`src/rtl/rv32i_argmax_pkg.sv`:
```
// Shared constants, FSM encoding and FP32 ordering key for the argmax coprocessor.
// Optional build macro: ARGMAX_NAN_SKIP_EN (NaN elements never win the scan).
package rv32i_argmax_pkg;

  localparam logic [6:0] OPCODE_RTYPE = 7'h33;
  localparam logic [6:0] FUNCT7_AM    = 7'h05;

  localparam logic [2:0] F3_XWR   = 3'b000;
  localparam logic [2:0] F3_START = 3'b001;
  localparam logic [2:0] F3_STAT  = 3'b010;
  localparam logic [2:0] F3_RIDX  = 3'b011;
  localparam logic [2:0] F3_RMAX  = 3'b100;

  typedef enum logic [1:0] {
    S_IDLE = 2'd0,
    S_SCAN = 2'd1,
    S_DONE = 2'd2
  } state_e;

  // Maps an FP32 pattern onto an unsigned key whose order matches numeric order
  // (-0 lands just below +0).
  function automatic logic [31:0] fp32_key(input logic [31:0] v);
    return v[31] ? ~v : (v ^ 32'h8000_0000);
  endfunction

endpackage

```
`src/rtl/fp32_ord_gt.sv`:
```
// Combinational strict greater-than on two FP32 bit patterns via the ordering key.
module fp32_ord_gt
  import rv32i_argmax_pkg::*;
(
  input  logic [31:0] a,
  input  logic [31:0] b,
  output logic        gt
);

  assign gt = fp32_key(a) > fp32_key(b);

endmodule

```
`src/rtl/rv32i_rtype_argmax.sv`:
```
// R-type coprocessor: MxN FP32 logit store with a one-element-per-cycle row argmax scan.
// Optional build macro: ARGMAX_NAN_SKIP_EN (NaN elements are skipped by the scan).
module rv32i_rtype_argmax
  import rv32i_argmax_pkg::*;
#(
  parameter int M      = 8,
  parameter int N      = 8,
  parameter int DATA_W = 32
) (
  input  logic        clk,
  input  logic        rst_n,
  input  logic        instr_valid,
  output logic        instr_ready,
  input  logic [31:0] instr,
  input  logic [31:0] rs1_val,
  input  logic [31:0] rs2_val,
  input  logic [4:0]  rd_addr,
  output logic        rd_we,
  output logic [4:0]  rd_waddr,
  output logic [31:0] rd_wdata,
  output logic        accel_busy,
  output logic        accel_done,
  output logic        accel_C_valid
);

  localparam int ROW_W = (M <= 1) ? 1 : $clog2(M);
  localparam int COL_W = (N <= 1) ? 1 : $clog2(N);
  localparam logic [COL_W-1:0] LAST_COL = COL_W'(N - 1);

  state_e              state_q, state_d;
  logic [ROW_W-1:0]    row_q, row_d;
  logic [COL_W-1:0]    col_q, col_d;
  logic [DATA_W-1:0]   run_max_q, run_max_d;
  logic [COL_W-1:0]    run_idx_q, run_idx_d;
  logic [DATA_W-1:0]   res_max_q, res_max_d;
  logic [COL_W-1:0]    res_idx_q, res_idx_d;
  logic                done_q, done_d;
  logic                cvalid_q, cvalid_d;
  logic [DATA_W-1:0]   mat_q [M][N];
  logic [DATA_W-1:0]   mat_d [M][N];
`ifdef ARGMAX_NAN_SKIP_EN
  logic                seeded_q, seeded_d;
  logic                elem_nan;
`endif

  logic              accept;
  logic [2:0]        funct3;
  logic [ROW_W-1:0]  wr_row;
  logic [COL_W-1:0]  wr_col;
  logic [DATA_W-1:0] elem;
  logic              elem_gt;
  logic              unused_ok;

  // Handshake: an instruction transfers when instr_valid && instr_ready on a
  // rising edge; instr_ready simply follows rst_n, so there is no back-pressure.
  assign instr_ready = rst_n;
  assign funct3      = instr[14:12];
  assign accept      = instr_valid && instr_ready &&
                       (instr[6:0] == OPCODE_RTYPE) && (instr[31:25] == FUNCT7_AM);
  assign wr_row      = rs1_val[ROW_W+COL_W-1:COL_W];
  assign wr_col      = rs1_val[COL_W-1:0];
  assign elem        = mat_q[row_q][col_q];
  assign unused_ok   = ^{instr[24:15], instr[11:7], rs1_val};

  fp32_ord_gt u_gt (
    .a  (elem),
    .b  (run_max_q),
    .gt (elem_gt)
  );

`ifdef ARGMAX_NAN_SKIP_EN
  assign elem_nan = (elem[30:23] == 8'hFF) && (elem[22:0] != 23'd0);
`endif

  always_comb begin
    state_d   = state_q;
    row_d     = row_q;
    col_d     = col_q;
    run_max_d = run_max_q;
    run_idx_d = run_idx_q;
    res_max_d = res_max_q;
    res_idx_d = res_idx_q;
    done_d    = done_q;
    cvalid_d  = cvalid_q;
    mat_d     = mat_q;
`ifdef ARGMAX_NAN_SKIP_EN
    seeded_d  = seeded_q;
`endif

    if (accept && funct3 == F3_XWR && state_q != S_SCAN &&
        32'(wr_row) < M && 32'(wr_col) < N) begin
      mat_d[wr_row][wr_col] = rs2_val;
    end

    case (state_q)
      S_IDLE, S_DONE: begin
        if (accept && funct3 == F3_START) begin
          row_d    = rs1_val[ROW_W-1:0];
          col_d    = '0;
          done_d   = 1'b0;
          cvalid_d = 1'b0;
          state_d  = S_SCAN;
`ifdef ARGMAX_NAN_SKIP_EN
          seeded_d = 1'b0;
`endif
        end
      end
      S_SCAN: begin
        col_d = col_q + COL_W'(1);
`ifdef ARGMAX_NAN_SKIP_EN
        // The first non-NaN element seeds the running max.
        if (!elem_nan && (!seeded_q || elem_gt)) begin
          run_max_d = elem;
          run_idx_d = col_q;
          seeded_d  = 1'b1;
        end
`else
        if (col_q == '0 || elem_gt) begin
          run_max_d = elem;
          run_idx_d = col_q;
        end
`endif
        if (col_q == LAST_COL) begin
          state_d   = S_DONE;
          done_d    = 1'b1;
          cvalid_d  = 1'b1;
          res_max_d = run_max_d;
          res_idx_d = run_idx_d;
`ifdef ARGMAX_NAN_SKIP_EN
          if (!seeded_d) begin
            res_max_d = mat_q[row_q][0];
            res_idx_d = '0;
          end
`endif
        end
      end
      default: state_d = S_IDLE;
    endcase
  end

  always_ff @(posedge clk or negedge rst_n) begin
    if (!rst_n) begin
      state_q   <= S_IDLE;
      row_q     <= '0;
      col_q     <= '0;
      run_max_q <= '0;
      run_idx_q <= '0;
      res_max_q <= '0;
      res_idx_q <= '0;
      done_q    <= 1'b0;
      cvalid_q  <= 1'b0;
`ifdef ARGMAX_NAN_SKIP_EN
      seeded_q  <= 1'b0;
`endif
      for (int r = 0; r < M; r++) begin
        for (int c = 0; c < N; c++) begin
          mat_q[r][c] <= '0;
        end
      end
    end else begin
      state_q   <= state_d;
      row_q     <= row_d;
      col_q     <= col_d;
      run_max_q <= run_max_d;
      run_idx_q <= run_idx_d;
      res_max_q <= res_max_d;
      res_idx_q <= res_idx_d;
      done_q    <= done_d;
      cvalid_q  <= cvalid_d;
`ifdef ARGMAX_NAN_SKIP_EN
      seeded_q  <= seeded_d;
`endif
      mat_q     <= mat_d;
    end
  end

  assign accel_busy    = (state_q == S_SCAN);
  assign accel_done    = done_q;
  assign accel_C_valid = cvalid_q;

  always_comb begin
    rd_we    = 1'b0;
    rd_waddr = 5'd0;
    rd_wdata = 32'd0;
    if (accept && rd_addr != 5'd0 &&
        (funct3 == F3_STAT || funct3 == F3_RIDX || funct3 == F3_RMAX)) begin
      rd_we    = 1'b1;
      rd_waddr = rd_addr;
      case (funct3)
        F3_STAT: rd_wdata = {29'd0, cvalid_q, done_q, accel_busy};
        F3_RIDX: rd_wdata = {{(32-COL_W){1'b0}}, res_idx_q};
        default: rd_wdata = 32'(res_max_q);
      endcase
    end
  end

endmodule

```
`config.mk`:
```
export PLATFORM = sky130hd
export DESIGN_NAME = rv32i_rtype_argmax
export DESIGN_NICKNAME = d
export VERILOG_FILES = /design/src/rtl/rv32i_argmax_pkg.sv /design/src/rtl/fp32_ord_gt.sv /design/src/rtl/rv32i_rtype_argmax.sv
export SDC_FILE = /design/constraint.sdc
export NUM_CORES = 2
export LEC_CHECK = 0
export ABC_AREA = 1
export BUFFER_PORTS_ARGS = -buffer_cell sky130_fd_sc_hd__buf_2
export CAP_MARGIN = 0
export CORE_MARGIN = 5
export CORE_UTILIZATION = 55
export DETAILED_ROUTE_END_ITERATION = 10
export MAX_ROUTING_LAYER = met4
export PLACE_DENSITY = 0.69
export SYNTH_ARGS = -nofsm -noshare
export SYNTH_HDL_FRONTEND = slang
export SYNTH_SLANG_ARGS = --single-unit
```
`constraint.sdc`:
```
create_clock -name clk -period 4.85 [get_ports clk]
set_input_delay 0.7275 -clock clk [delete_from_list [all_inputs] [get_ports clk]]
set_output_delay 0.7275 -clock clk [all_outputs]
set_load 0.005 [all_outputs]
```
== After elaboration in Yosys (flattened, before gate mapping) ==
Index checks and enable logic that the tools add are counted.

* $add $sub $neg: 1
* Magnitude comparators: 7
* Eq/ne operators: 12
* Mux-type cells: 27
* Bitwise operators: 8
* Reduce and logical (&&, ||, !) cells: 24

{| class="wikitable"
|+ Operators by type and width
! kind !! number
|-
| $bwmux 2048 || 1
|-
| $bmux 256 s3 || 1
|-
| $demux 256 s3 || 1
|-
| $mux 256 || 3
|-
| $mux 32 || 7
|-
| $bmux 32 s3 || 1
|-
| $demux 32 s3 || 1
|-
| $not 32->32 || 2
|-
| $pmux 32 s2 || 1
|-
| $gt 32x32->1 || 1
|-
| $ge 4x4->1 const B || 4
|-
| $not 3->4 || 4
|-
| $logic_and 1x1->1 || 10
|-
| $lt 4x1->1 const B || 2
|-
| $reduce_and 2->1 || 4
|-
| $eq 7x3->1 const B || 1
|-
| $eq 7x6->1 const B || 1
|-
| $eq 3x2->1 const B || 2
|-
| $eq 3x3->1 const B || 2
|-
| $logic_not 3->1 || 2
|-
| $mux 3 || 2
|-
| $pmux 3 s2 || 1
|-
| $mux 5 || 1
|-
| $reduce_bool 5->1 || 1
|-
| other kinds (16) || 23
|}

* Flip-flop bits (word level): 2127
* Output and inout port bits: 42

== Depth between registers and ports, before layout ==
* Depth in word-level cells: 12
* Gate-level depth with buffers: 31
* Mapped depth without buffers: 27

== Cells and area by module ==
From an unflattened synthesis, not the netlist that was laid out.

* Cells, all modules: 12197
* Area total of the unflattened synthesis: 101267.1 um2

{| class="wikitable"
|+ By module, submodules not included
! module !! instances !! cells each !! area each (um2)
|-
| rv32i_rtype_argmax || 1 || 12021 || 99917.1
|-
| fp32_ord_gt || 1 || 176 || 1350.0
|}

== Worst setup path before layout ==
OpenSTA, ideal clock, no wires.

* Path type: register to register
* Start: reg row_q[0]
* End: reg run_max_q[24]
* Library setup time: 0.118 ns
* Arrival time: 3.118 ns
* Data required time: 4.732 ns
* Setup slack: 1.614 ns
* Cell stages (with the launch flop): 25
* Buffers on the path: 5
* Cells stage by stage: dfrtp_1 > buf_4 > inv_4 > buf_4 > buf_2 > buf_2 > nand2_1 > nand3_1 > nand3_1 > nand3_1 > nand3_1 > nand3_1 > nand2_1 > xor2_1 > ha_1 > nand2_1 > nor2_1 > nand2_1 > nor4_1 > nand4_1 > nand2_2 > buf_2 > nand3_1 > nand3_1 > nand2_1

* Word-level cells in the longest chain between the ends: 12

{| class="wikitable"
|+ RTL lines
! what !! RTL line !! RTL
|-
| start, declared || rv32i_rtype_argmax.sv:31 || <nowiki>logic [ROW_W-1:0] row_q, row_d;</nowiki>
|-
| start signal, assigned || rv32i_rtype_argmax.sv:162 || <nowiki>row_q <= row_d;</nowiki>
|-
| $not 3->4 (implied by the code) (*) || rv32i_rtype_argmax.sv:62 || <nowiki>assign elem = mat_q[row_q][col_q];</nowiki>
|-
| $bmux 256 s3 (*) || rv32i_rtype_argmax.sv:62 ||
|-
| $mux 256 (implied by the code) (*) (2 in a row) || rv32i_rtype_argmax.sv:62 ||
|-
| $bmux 32 s3 (*) || rv32i_rtype_argmax.sv:62 ||
|-
| $mux 32 (implied by the code) (*) (2 in a row) || rv32i_rtype_argmax.sv:62 ||
|-
| $not 32->32 / $not 1->1 (equally long branches) || -- ||
|-
| $mux 32 || rv32i_argmax_pkg.sv:23 || <nowiki>return v[31] ? ~v : (v ^ 32'h8000_0000);</nowiki>
|-
| $gt 32x32->1 || fp32_ord_gt.sv:10 || <nowiki>assign gt = fp32_key(a) > fp32_key(b);</nowiki>
|-
| $logic_or 1x1->1 || rv32i_rtype_argmax.sv:118 || <nowiki>if (col_q == '0 || elem_gt) begin</nowiki>
|-
| $mux 32 (*) || rv32i_rtype_argmax.sv:118 ||
|-
| end signal, assigned || rv32i_rtype_argmax.sv:164 || <nowiki>run_max_q <= run_max_d;</nowiki>
|-
| end, declared || rv32i_rtype_argmax.sv:33 || <nowiki>logic [DATA_W-1:0] run_max_q, run_max_d;</nowiki>
|}

Mark *: on every way between the ends. The rest lies on a longest branch, timed or not. The select of a mux whose other input is x is not followed.
A chain may end at the register's enable or synchronous reset.

== Final worst setup path ==
* Start: reg row_q[0]
* End: reg run_max_q[15]

The elaborated chain is that of the path after synthesis.

==> summary.log <==
[outcome] result of the run finished, final reports clean
[setup_path] type of element capturing the critical path register
[timing] final worst path period need 4.73 ns
[setup_path] critical path start-end classification reg2reg
[cells_and_area] area growth from synthesis to layout 6.24%
[timing] final-report hold violation count 0
[timing] headroom to the max-slew limit 19.1%
[grt] pin count of the biggest net entering global routing 163
[setup_path] register-to-register setup slack 0.12 ns
[detailed_routing] routed vias 84.1k
[logic_synthesis] top cell types by occurrence after synthesis nand2_1, dfrtp_1, nand3_1
[detailed_routing] average wire per standard cell 20.3 um
[die] Ports 146
[cts] clock tree from TritonCTS done
[setup_path] stage delay of the slowest cell on the critical path 0.54 ns
[logic_synthesis] nets in the synthesized netlist 12.4k
[setup_path] startpoint of the most critical register-to-register path row_q[0]
[detailed_routing] final routed wirelength across all metal layers 291 mm
[setup_path] startpoint type of the worst setup path register
[logic_synthesis] share of synthesized registers carrying an async set or reset 100%
[timing] period utilisation layout 97.5%
[cts] post-CTS setup buffers 0
[power] peak ir drop on the vdd network 314 uV
[power] Pwr Density 329 nW/um2
[timing] worst setup skew after layout 0.0403 ns
[setup_path] sequence of cells on the critical path inv_16 -> buf_12 -> buf_12 -> nand2_1 -> nand3_1 -> nand3_1 -> nand3_1 -> nand3_1 -> nand3_1 -> o21ai_1 -> xor2_1 -> ha_1 -> nand2_1 -> nor2_1 -> nand2_1 -> nor4_1 -> buf_4 -> nand4_1 -> nand2_2 -> nand2_2 -> buf_12 -> nand2_1 -> nand3_1 -> nand2_1
[logic_synthesis] most used flip-flop cell after synthesis dfrtp_1
[cts] clock insertion delay at the later pin of the skew report 0.87 ns
[logic_synthesis] Gate Count Post-Synth 12.2k
[die] Chip Width 440 um
[worst_hold_path] number of instances on the worst hold path 3
[logic_synthesis] count of unique library cells instantiated by Yosys 32
[setup_path] number of buffers and inverters on the critical path 5
[setup_path] critical-path cell with the highest stage delay dfrtp_4
[setup_path] CP arrival 5.53 ns
[detailed_routing] total iterations of the first detailed-routing run 8
[worst_hold_path] Min-Delay Path Class in2reg
[logic_synthesis] top-count cell post-synth nand2_1
[grt] all-layer global routing usage 30.9%
[grt] aggregate global routing overflow 0
[logic_synthesis] largest area contributor in the synthesized netlist dfrtp_1
[logic_synthesis] proportion of netlist area held by the largest area contributor 52.4%
[die] area of the core 183,000 um2
[timing] final-report setup violation count 0
[cells_and_area] count of nets after finishing 11.8k
[placed_design] placer's final routability congestion estimate 0.879
[die] die area 193,000 um2
[timing] Slew @ Worst Pin 1.21 ns
[logic_synthesis] average footprint of a synthesized cell 8.31 um2
[setup_path] CP max FO 48
[die] Cell Rows 157
[timing] sum of negative setup slack 0 ns
[timing] unrepaired setup endpoints after global routing no
[logic_synthesis] number of synthesis warnings 0
[grt] first-pass GRT wire length 461 mm
[logic_synthesis] number of synthesized register bits 2,127
[setup_path] Reg-to-Reg End run_max_q[15]
[logic_synthesis] top cells by area in the synthesized netlist dfrtp_1, nand2_1, nand3_1, o21ai_1, buf_6
[setup_path] Crit path top cell by count nand3_1
[detailed_routing] remaining routing DRC violations 0
[detailed_routing] Avg Vias per Cell 5.86
[grt] antenna violations before repair 7
[setup_path] WP data required 5.65 ns
[power] reported leakage power 47.5 nW
[grt] number of global-route vias before repair 79.8k
[cells_and_area] fraction of layout cells with a size suffix above 1 7.65%
[logic_synthesis] register area share after synthesis 52.4%
[setup_path] cells on worst reg2reg path 24
[detailed_routing] count of antenna-violating nets left after detailed routing 0
[placed_design] HPWL after detailed placement 164 mm
[logic_synthesis] post-synthesis instance area 102,000 um2
[setup_path] gate family responsible for the most delay along the worst path simple AND/OR/NAND/NOR gates
[die] initial standard-cell utilization of the core 55.4%
[timing] number of max-slew violations in the final report 0
[cts] number of clock buffers inserted by TritonCTS 217
[die] die height 440 um
[logic_synthesis] number of synthesized flops with an enable pin 0
[cts] CTS clock-pin slew for the worst setup and hold paths 0.06 ns
[flow_run] Maximum Capacitance Violations 0
[cts] H-tree depth 4
[cts] number of sinks handled by clock tree synthesis 2,127
[cells_and_area] utilization after layout 58.8%
[worst_hold_path] Worst Hold Launch rs2_val[20]
[worst_hold_path] worst hold endpoint mat_q[692]
[timing] maximum frequency from static timing analysis 0.211 GHz
[placed_design] total of buffers placed on input and output ports 104
[cts] largest buffer count on any clock path 3
[detailed_routing] First DRT Iteration DRCs 9,324
[cts] clock root cell clkbuf_16
[final cells by class]
type | count | area [um2]
antenna | 6 | 15.0
clock buffer | 343 | 6610
clock inverter | 52 | 606
fill | 16291 | 75600
inverter | 105 | 445
multi-input combinational | 8908 | 40600
sequential | 2127 | 53200
tap | 2464 | 3080
timing repair buffer | 338 | 3250
[timing repair]
action | 4_1_cts | 5_1_grt
endpoints found under the hold margin | 52 | 0
hold buffers | 1 | 0
gates resized for setup | 0 | 13
setup endpoints to repair | 0 | 70
[per-layer routing]
layer | up-vias | GRT usage [%] | share of wire (%)
met5 | - | - | 0
met4 | 0 | 10.7 | 3.4
met3 | 615 | 5.52 | 8.6
met2 | 3512 | 47.9 | 46
met1 | 40606 | 41.2 | 42
li1 | 39337 | - | -
[registers in the layout, indices dropped and copies added, names as in the netlist]
register / count
run_max_q: 32
res_max_q: 32
mat_q: 2048
row_q: 3
run_idx_q: 3
accel_C_valid: 1
state_q: 2
col_q: 3
res_idx_q: 3
[logic make-up after synthesis]
logic type	share of synthesized area, %
simple gates	28.3
flops	52.4
compound gates	10.7
buf+inv	7.61
xor+xnor	0.535
fa+ha+maj	0.431
[stage by stage]
stage | hold WS, ns | setup slack (ns) | power, mW | cells | area (um2)
floorplan | 0.432 | 1.61 | 18.4 | 12215 | 102000
global placement | 0.464 | 0.238 | 18.9 | 13940 | 101000
detailed placement | 0.466 | 0.231 | 18.9 | 13940 | 101000
CTS | 0.197 | 0.157 | 35.8 | 14336 | 108000
global route | 0.260 | 0.00590 | 36.6 | 14342 | 108000
finish | 0.247 | 0.120 | 35.5 | 14343 | 108000
[power by group]
| part | internal [mW] | switching, mW | total [mW] |
|---|---|---|---|
| Clock | 9.87 | 7.07 | 16.9 |
| Sequential | 17.7 | 0.0000979 | 17.7 |
| Combinational | 0.0843 | 0.767 | 0.851 |
[placed cells by master (no fill, tap or decap), types with 7 or more instances in the layout]
cell type,netlist,routed
o21ai_1,1807,1807
nand2_1,4458,4456
nand3_4,60,60
clkbuf_1,359,60
nor2_1,117,116
a21oi_1,20,20
dfrtp_1,2127,2120
nand3_2,4,7
o21ai_2,116,116
clkbuf_8,0,62
clkbuf_16,0,222
inv_6,0,8
xnor2_1,33,33
buf_12,6,68
bufinv_16,0,11
clkinv_2,1,30
buf_2,226,103
o21ai_0,139,139
buf_4,56,157
inv_1,69,65
xor2_1,29,29
inv_2,0,32
nand4_1,7,7
ha_1,35,35
nand3_1,2067,2064
[how the worst max path moves through the flow]
stage,cells after the start,from,endpoint
after floorplan,24,row_q[0],run_max_q[24]
after global placement,24,row_q[0],run_max_q[30]
after detailed placement,24,row_q[0],run_max_q[27]
after CTS,24,row_q[0],run_max_q[15]
after global routing,23,row_q[0],res_max_q[28]
final,24,row_q[0],run_max_q[15]
[worst reg2reg max path, stage by stage (launching register included)]
cell	delay [ns]
dfrtp_4	0.54
inv_16	0.23
buf_12	0.34
buf_12	0.21
nand2_1	0.06
nand3_1	0.06
nand3_1	0.07
nand3_1	0.12
nand3_1	0.20
nand3_1	0.38
o21ai_1	0.27
xor2_1	0.21
ha_1	0.32
nand2_1	0.06
nor2_1	0.08
nand2_1	0.12
nor4_1	0.20
buf_4	0.18
nand4_1	0.20
nand2_2	0.23
nand2_2	0.10
buf_12	0.19
nand2_1	0.12
nand3_1	0.10
nand2_1	0.10
No activity file was read; power rests on OpenSTA's default activity.
